`src/rtl/vote_xfer_ctrl.sv`:
```
// Vote collection and two-phase handshake transfer controller.
// Optional handshake timeout is enabled by defining VOTE_XFER_TMO_EN.
module vote_xfer_ctrl #(
    parameter int           W     = 4,
    parameter logic [W-1:0] MATCH = W'(6),
    parameter int           CW    = 8,
    parameter int           TMO   = 255
) (
    input  logic          clock_i,
    input  logic          reset_i,
    input  logic          test_i,
    input  logic          start_i,
    input  logic          key_i,
    input  logic [W-2:0]  buttons_i,
    input  logic          rts_i,
    input  logic          rtr_i,
    input  logic [W-1:0]  v_in_i,
    output logic          cts_o,
    output logic          ctr_o,
    output logic [W-1:0]  v_out_o,
    output logic [CW-1:0] xfer_cnt_o,
    output logic          err_o
);

    localparam logic [3:0] S_INIT  = 4'd0;
    localparam logic [3:0] S_SELF  = 4'd1;
    localparam logic [3:0] S_WAIT  = 4'd2;
    localparam logic [3:0] S_COLL  = 4'd3;
    localparam logic [3:0] S_PAR   = 4'd4;
    localparam logic [3:0] S_TX    = 4'd5;
    localparam logic [3:0] S_RXREQ = 4'd6;
    localparam logic [3:0] S_RX    = 4'd7;
    localparam logic [3:0] S_ACK   = 4'd8;
    localparam logic [3:0] S_FIN   = 4'd9;

    logic [3:0]    state_q, state_d;
    logic [W-1:0]  vote_q, vote_d;
    logic [W-2:0]  last_b_q, last_b_d;
    logic          cts_q, cts_d;
    logic          ctr_q, ctr_d;
    logic [W-1:0]  v_out_q, v_out_d;
    logic [CW-1:0] xfer_cnt_q, xfer_cnt_d;

`ifdef VOTE_XFER_TMO_EN
    localparam int TW = (TMO < 2) ? 1 : $clog2(TMO + 1);

    logic [TW-1:0] wait_q, wait_d;
    logic          err_q, err_d;
    logic          in_wait;

    assign in_wait = (state_q == S_TX) || (state_q == S_RXREQ) || (state_q == S_RX) ||
                     (state_q == S_ACK) || (state_q == S_FIN);
`endif

    always_comb begin
        state_d    = state_q;
        vote_d     = vote_q;
        last_b_d   = last_b_q;
        cts_d      = cts_q;
        ctr_d      = ctr_q;
        v_out_d    = v_out_q;
        xfer_cnt_d = xfer_cnt_q;
        case (state_q)
            S_INIT: begin
                vote_d  = '0;
                cts_d   = 1'b0;
                ctr_d   = 1'b0;
                state_d = test_i ? S_WAIT : S_SELF;
            end
            S_SELF: begin
                // Exit decision uses the vote loaded on the previous cycle.
                vote_d = v_in_i;
                if (&vote_q) state_d = S_TX;
            end
            S_WAIT: begin
                cts_d = rtr_i;
                if (start_i) begin
                    vote_d  = '0;
                    state_d = S_COLL;
                end
            end
            S_COLL: begin
                if (!start_i) begin
                    state_d = S_PAR;
                end else if (key_i) begin
                    // Rising-edge toggle: only a newly pressed button flips its bit.
                    vote_d[W-2:0] = vote_q[W-2:0] ^ (buttons_i & ~last_b_q);
                    last_b_d      = buttons_i;
                end else begin
                    vote_d = '0;
                end
            end
            S_PAR: begin
                vote_d[W-1] = ^vote_q[W-2:0];
                state_d     = S_TX;
            end
            S_TX: begin
                if (rtr_i) begin
                    v_out_d    = vote_q;
                    cts_d      = 1'b1;
                    xfer_cnt_d = xfer_cnt_q + CW'(1);
                    state_d    = (vote_q == MATCH) ? S_FIN : S_RXREQ;
                end
            end
            S_RXREQ: begin
                if (!rts_i) begin
                    ctr_d   = 1'b1;
                    state_d = S_RX;
                end
            end
            S_RX: begin
                if (rts_i) begin
                    vote_d  = v_in_i;
                    ctr_d   = 1'b0;
                    state_d = S_ACK;
                end
            end
            S_ACK: begin
                if (!rtr_i) begin
                    cts_d   = 1'b0;
                    state_d = S_TX;
                end
            end
            S_FIN: begin
                if (!rtr_i) begin
                    cts_d   = 1'b0;
                    state_d = S_WAIT;
                end
            end
            default: state_d = S_INIT;
        endcase

`ifdef VOTE_XFER_TMO_EN
        err_d = err_q;
        // Timeout overrides whatever handshake step the case above selected.
        if (in_wait && (wait_q == TW'(TMO - 1))) begin
            err_d   = 1'b1;
            cts_d   = 1'b0;
            ctr_d   = 1'b0;
            state_d = S_INIT;
        end
        if (state_d != state_q)
            wait_d = '0;
        else if (in_wait)
            wait_d = wait_q + TW'(1);
        else
            wait_d = wait_q;
`endif
    end

    always_ff @(posedge clock_i or posedge reset_i) begin
        if (reset_i) begin
            state_q    <= S_INIT;
            vote_q     <= '0;
            last_b_q   <= '0;
            cts_q      <= 1'b0;
            ctr_q      <= 1'b0;
            v_out_q    <= '0;
            xfer_cnt_q <= '0;
        end else begin
            state_q    <= state_d;
            vote_q     <= vote_d;
            last_b_q   <= last_b_d;
            cts_q      <= cts_d;
            ctr_q      <= ctr_d;
            v_out_q    <= v_out_d;
            xfer_cnt_q <= xfer_cnt_d;
        end
    end

`ifdef VOTE_XFER_TMO_EN
    always_ff @(posedge clock_i or posedge reset_i) begin
        if (reset_i) begin
            wait_q <= '0;
            err_q  <= 1'b0;
        end else begin
            wait_q <= wait_d;
            err_q  <= err_d;
        end
    end

    assign err_o = err_q;
`else
    logic unused_tmo;
    assign unused_tmo = (TMO != 0);
    assign err_o      = 1'b0;
`endif

    assign cts_o      = cts_q;
    assign ctr_o      = ctr_q;
    assign v_out_o    = v_out_q;
    assign xfer_cnt_o = xfer_cnt_q;

endmodule

```
`config.mk`:
```
export PLATFORM = sky130hd
export DESIGN_NAME = vote_xfer_ctrl
export DESIGN_NICKNAME = d
export VERILOG_FILES = /design/src/rtl/vote_xfer_ctrl.sv
export SDC_FILE = /design/constraint.sdc
export NUM_CORES = 1
export LEC_CHECK = 0
export CAP_MARGIN = 20
export CORE_UTILIZATION = 47
export CTS_BUF_LIST = sky130_fd_sc_hd__clkbuf_8 sky130_fd_sc_hd__clkbuf_16
export DETAILED_ROUTE_END_ITERATION = 10
export HOLD_SLACK_MARGIN = 0.05
export PLACE_DENSITY = 0.75
export SETUP_SLACK_MARGIN = 0.5
export SYNTH_ARGS = -nofsm -noshare
export SYNTH_HDL_FRONTEND = slang
export SYNTH_SLANG_ARGS = --single-unit
```
`constraint.sdc`:
```
create_clock -name clock_i -period 1.65 [get_ports clock_i]
set_input_delay 0.4125 -clock clock_i [delete_from_list [all_inputs] [get_ports clock_i]]
set_output_delay 0.4125 -clock clock_i [all_outputs]
set_load 0.02 [all_outputs]
```
==> impl_metrics.csv <==
group,metric,value,unit
run_status,status,"finished, violations left",
run_status,violations,"setup timing",
detailed_routing,drt-vias-per-instance,5.60,
critical_path,rr_worst_depth,4,
timing,slew_violations,0,
detailed_routing,wl_per_cell,18.2,um
cts,cts.sinks,25,
logic_synthesis,postSynthCellCount,158,
critical_path,crit_path_end_kind,"flop",
die,die_h,59.5,um
power,peakVddDrop,0.00132,V
logic_synthesis,synth-simple-area-share,0.240,
logic_synthesis,synth_flop_cell,"dfrtp_1",
detailed_routing,drtAntennaViolNets,0,
cts,cts_hold_buf,0,
logic_synthesis,ys_seq_area_frac,0.403,
global_routing,grt_max_degree,26,
timing,period_share,1.10,
logic_synthesis,ys_types,44,
timing,clock_skew,0.00260,ns
cts,clk_pin_slew,0.09,ns
timing,period_needed,1.81,ns
min_path,hold_path_class,"in2async",
global_routing,met1_usage,0.343,
critical_path,worst_ep_arrival_time,1.97,ns
critical_path,worstPathRequired,1.82,ns
critical_path,cpLargestDelayFamily,"simple AND/OR/NAND/NOR gates",
critical_path,slowest_delay,0.50,ns
logic_synthesis,synth_xor_area_frac,0.0508,
logic_synthesis,synth_compound_area_frac,0.144,
placement,place_area,0.00215,mm2
critical_path,cpMaxStageDelayCell,"or4_4",
finish,antennaDiodeCount,0,
logic_synthesis,synth_mux_area_frac,0.0823,
detailed_routing,dr.pass1.iters,4,
critical_path,worst-path-max-fanout,8,
timing,setup_viol,7,
timing,rsz0062_at_grt,"true",
job,drv_cap,0,
die,die_w,59.5,um
die,fp.coreArea,0.00310,mm2
global_routing,grt-busiest-layer,"met2",
cts,h-tree-depth,1,
timing,fmax,0.553,GHz
global_routing,met2_usage,0.530,
logic_synthesis,ys_seq_elements,25,
critical_path,path_class,"reg2reg",
global_routing,grt_remaining_overflow,0,
logic_synthesis,synth_top_family_by_area,"simple AND/OR/NAND/NOR gates",
die,rows,20,
logic_synthesis,ys.warnings.count,0,
placement,globalplace.congestion,0.928,
logic_synthesis,synth_area_per_cell,9.82,um2
global_routing,gr-usage-met3,0.0459,
logic_synthesis,synth-async-reset-ratio,1.00,
cts,worstSkewPairLatency,0.27,ns
detailed_routing,first_iter_violations,73,
cts,cts_buffers,3,
die,ios,29,
detailed_routing,routed_wl,5210,um
timing,finalHoldViolCount,0,
finish,fillCellCount,155,
cts,cts_tree,"yes",
logic_synthesis,synth_edf_count,0,
global_routing,grt_pass1_vias,1612,
global_routing,track_usage,0.297,
critical_path,critPathBufInv,0,
critical_path,path_cells,"and2b_4 > o211a_1 > or4_4 > mux2_4",
cts,clock_path_buffers,2,
logic_synthesis,syn-cell-area,0.00155,mm2
detailed_routing,via_count,1602,
finish,nNetsFinal,260,
finish,final_area,0.00267,mm2
finish,syn2layout_area_growth,72.3,%
die,die-area,0.00353,mm2
logic_synthesis,syn_nets,175,
placement,port-buffer-count,27,
timing,setup_ws,-0.158,ns
critical_path,cp.depth,4,
die,initial_utilization,0.500,
logic_synthesis,synth_adder_area_share,0.0242,
global_routing,grt_pass1_wl,7560,um
placement,dp_hpwl,2750,um
cts,cts_root_buffer,"clkbuf_8",
finish,final_layout_size_suffix_gt1_frac,0.529,
global_routing,antenna_found_initial,0,
finish,fin_util,0.862,
critical_path,start_kind,"flop",
power,pwr_density_cell,1830,mW/mm2
detailed_routing,drc_errors,0,
power,total_leakage_power,1.31,nW
-- registers in the layout, indices dropped and copies added (netlist names) --
register,count
xfer_cnt_o,8
state_q,4
v_out_o,4
vote_q,4
last_b_q,3
ctr_o,1
cts_o,1
-- final cells by class --
cell class | count | area [um2] | share of cell area
Multi-Input combinational cell | 116 | 1070 | 0.399
Clock buffer | 3 | 41.3 | 0.0154
Clock inverter | 1 | 7.51 | 0.00281
Timing Repair Buffer | 89 | 842 | 0.315
Sequential cell | 25 | 628 | 0.235
Inverter | 8 | 32.5 | 0.0122
Tap cell | 44 | 55.1 | 0.0206
-- per-stage QoR --
step | hold slack [ns] | total power [W] | cells | worst slack [ns] | setup TNS (ns)
5_1_grt | 0.535 | 0.00513 | 286 | -0.178 | -0.940
4_1_cts | 0.493 | 0.00446 | 280 | -0.159 | -0.208
3_5_place_dp | 0.469 | 0.00344 | 253 | -0.527 | -5.91
3_3_place_gp | 0.455 | 0.00336 | 253 | -0.499 | -5.17
2_1_floorplan | 0.440 | 0.00262 | 158 | -0.105 | -0.105
6_report | 0.486 | 0.00490 | 286 | -0.158 | -0.619
-- path summary, 6_finish.rpt --
| kind | startpoint | endpoint | slack, ns |
|---|---|---|---|
| max | state_q[2]$_DFFE_PP0P_ | state_q[0]$_DFFE_PP0P_ | -0.16 |
| min | reset_i | state_q[0]$_DFFE_PP0P_ | 0.49 |
| max reg2reg | state_q[2]$_DFFE_PP0P_ | state_q[0]$_DFFE_PP0P_ | -0.16 |
| min reg2reg | last_b_q[1]$_DFFE_PP0P_ | last_b_q[1]$_DFFE_PP0P_ | 0.52 |
| max in group asynchronous | reset_i | state_q[2]$_DFFE_PP0P_ | 0.90 |
| min in group clock_i | last_b_q[1]$_DFFE_PP0P_ | last_b_q[1]$_DFFE_PP0P_ | 0.52 |
-- tightest hold or removal path: stages --
cell and delay [ns]:
clkdlybuf4s50_1 0.39, inv_1 0.05, buf_4 0.31
-- cells in the mapped netlist (3+ instances only) --
library cell	count	share of area
nand2b_1	7	0.028
nor3_1	3	0.0097
nand4_1	4	0.016
xnor2_1	8	0.045
o22ai_1	4	0.016
nor2_1	7	0.017
and3_1	4	0.016
dfrtp_1	25	0.40
a21oi_1	6	0.019
a22o_1	3	0.017
mux2_2	10	0.073
nor2b_1	5	0.020
buf_2	4	0.013
inv_1	8	0.019
nand2_1	11	0.027
ha_1	3	0.024
nand3_1	4	0.013
o21ai_0	9	0.029
-- power by group --
part	switching (W)	leakage, nW	internal [W]
sequential	0.000214	0.323	0.000838
clock	0.000208	0.0217	0.000171
combinational	0.00156	0.964	0.00191
total	0.00198	1.31	0.00292
-- cells in the final DEF (no fill, tap or decap), types with 4 or more instances in the layout --
cell             Yosys  layout
a21oi_1              6       4
nand2b_1             7       5
o21ai_0              9       4
dfrtp_1             25      23
nand4_1              4       4
inv_1                8       7
clkdlybuf4s50_1      0      10
mux2_4               1      10
nand2_4              0       4
buf_4                2      45
o22ai_1              4       4
nor2_1               7       7
buf_6                1      28
nand2_1             11       7
xnor2_1              8       6
-- logic make-up (layout without fill, tap and decap cells) --
group	after synthesis	after routing
adders and majority gates	3	3
DFF	25	25
other	1	1
AOI/OAI and AO/OA	33	33
muxes	11	11
xor gates and xnor gates	9	9
buffers and inverters	17	101
and+or+nand+nor	59	59
-- timing repair --
| action | in CTS | in global routing |
|---|---|---|
| gates cloned | 1 | 0 |
| gates resized for setup | 125 | 15 |
| setup endpoints to repair | 39 | 39 |
| setup buffers | 22 | 6 |
| pin swaps | 20 | 10 |
-- routing by layer --
layer  wire, um  up-vias
li1           -      730
met1       2190      805
met2       2620       49
met3        210       18
met4        189        0
met5          0        -
Power figures use the tool's default switching activity.
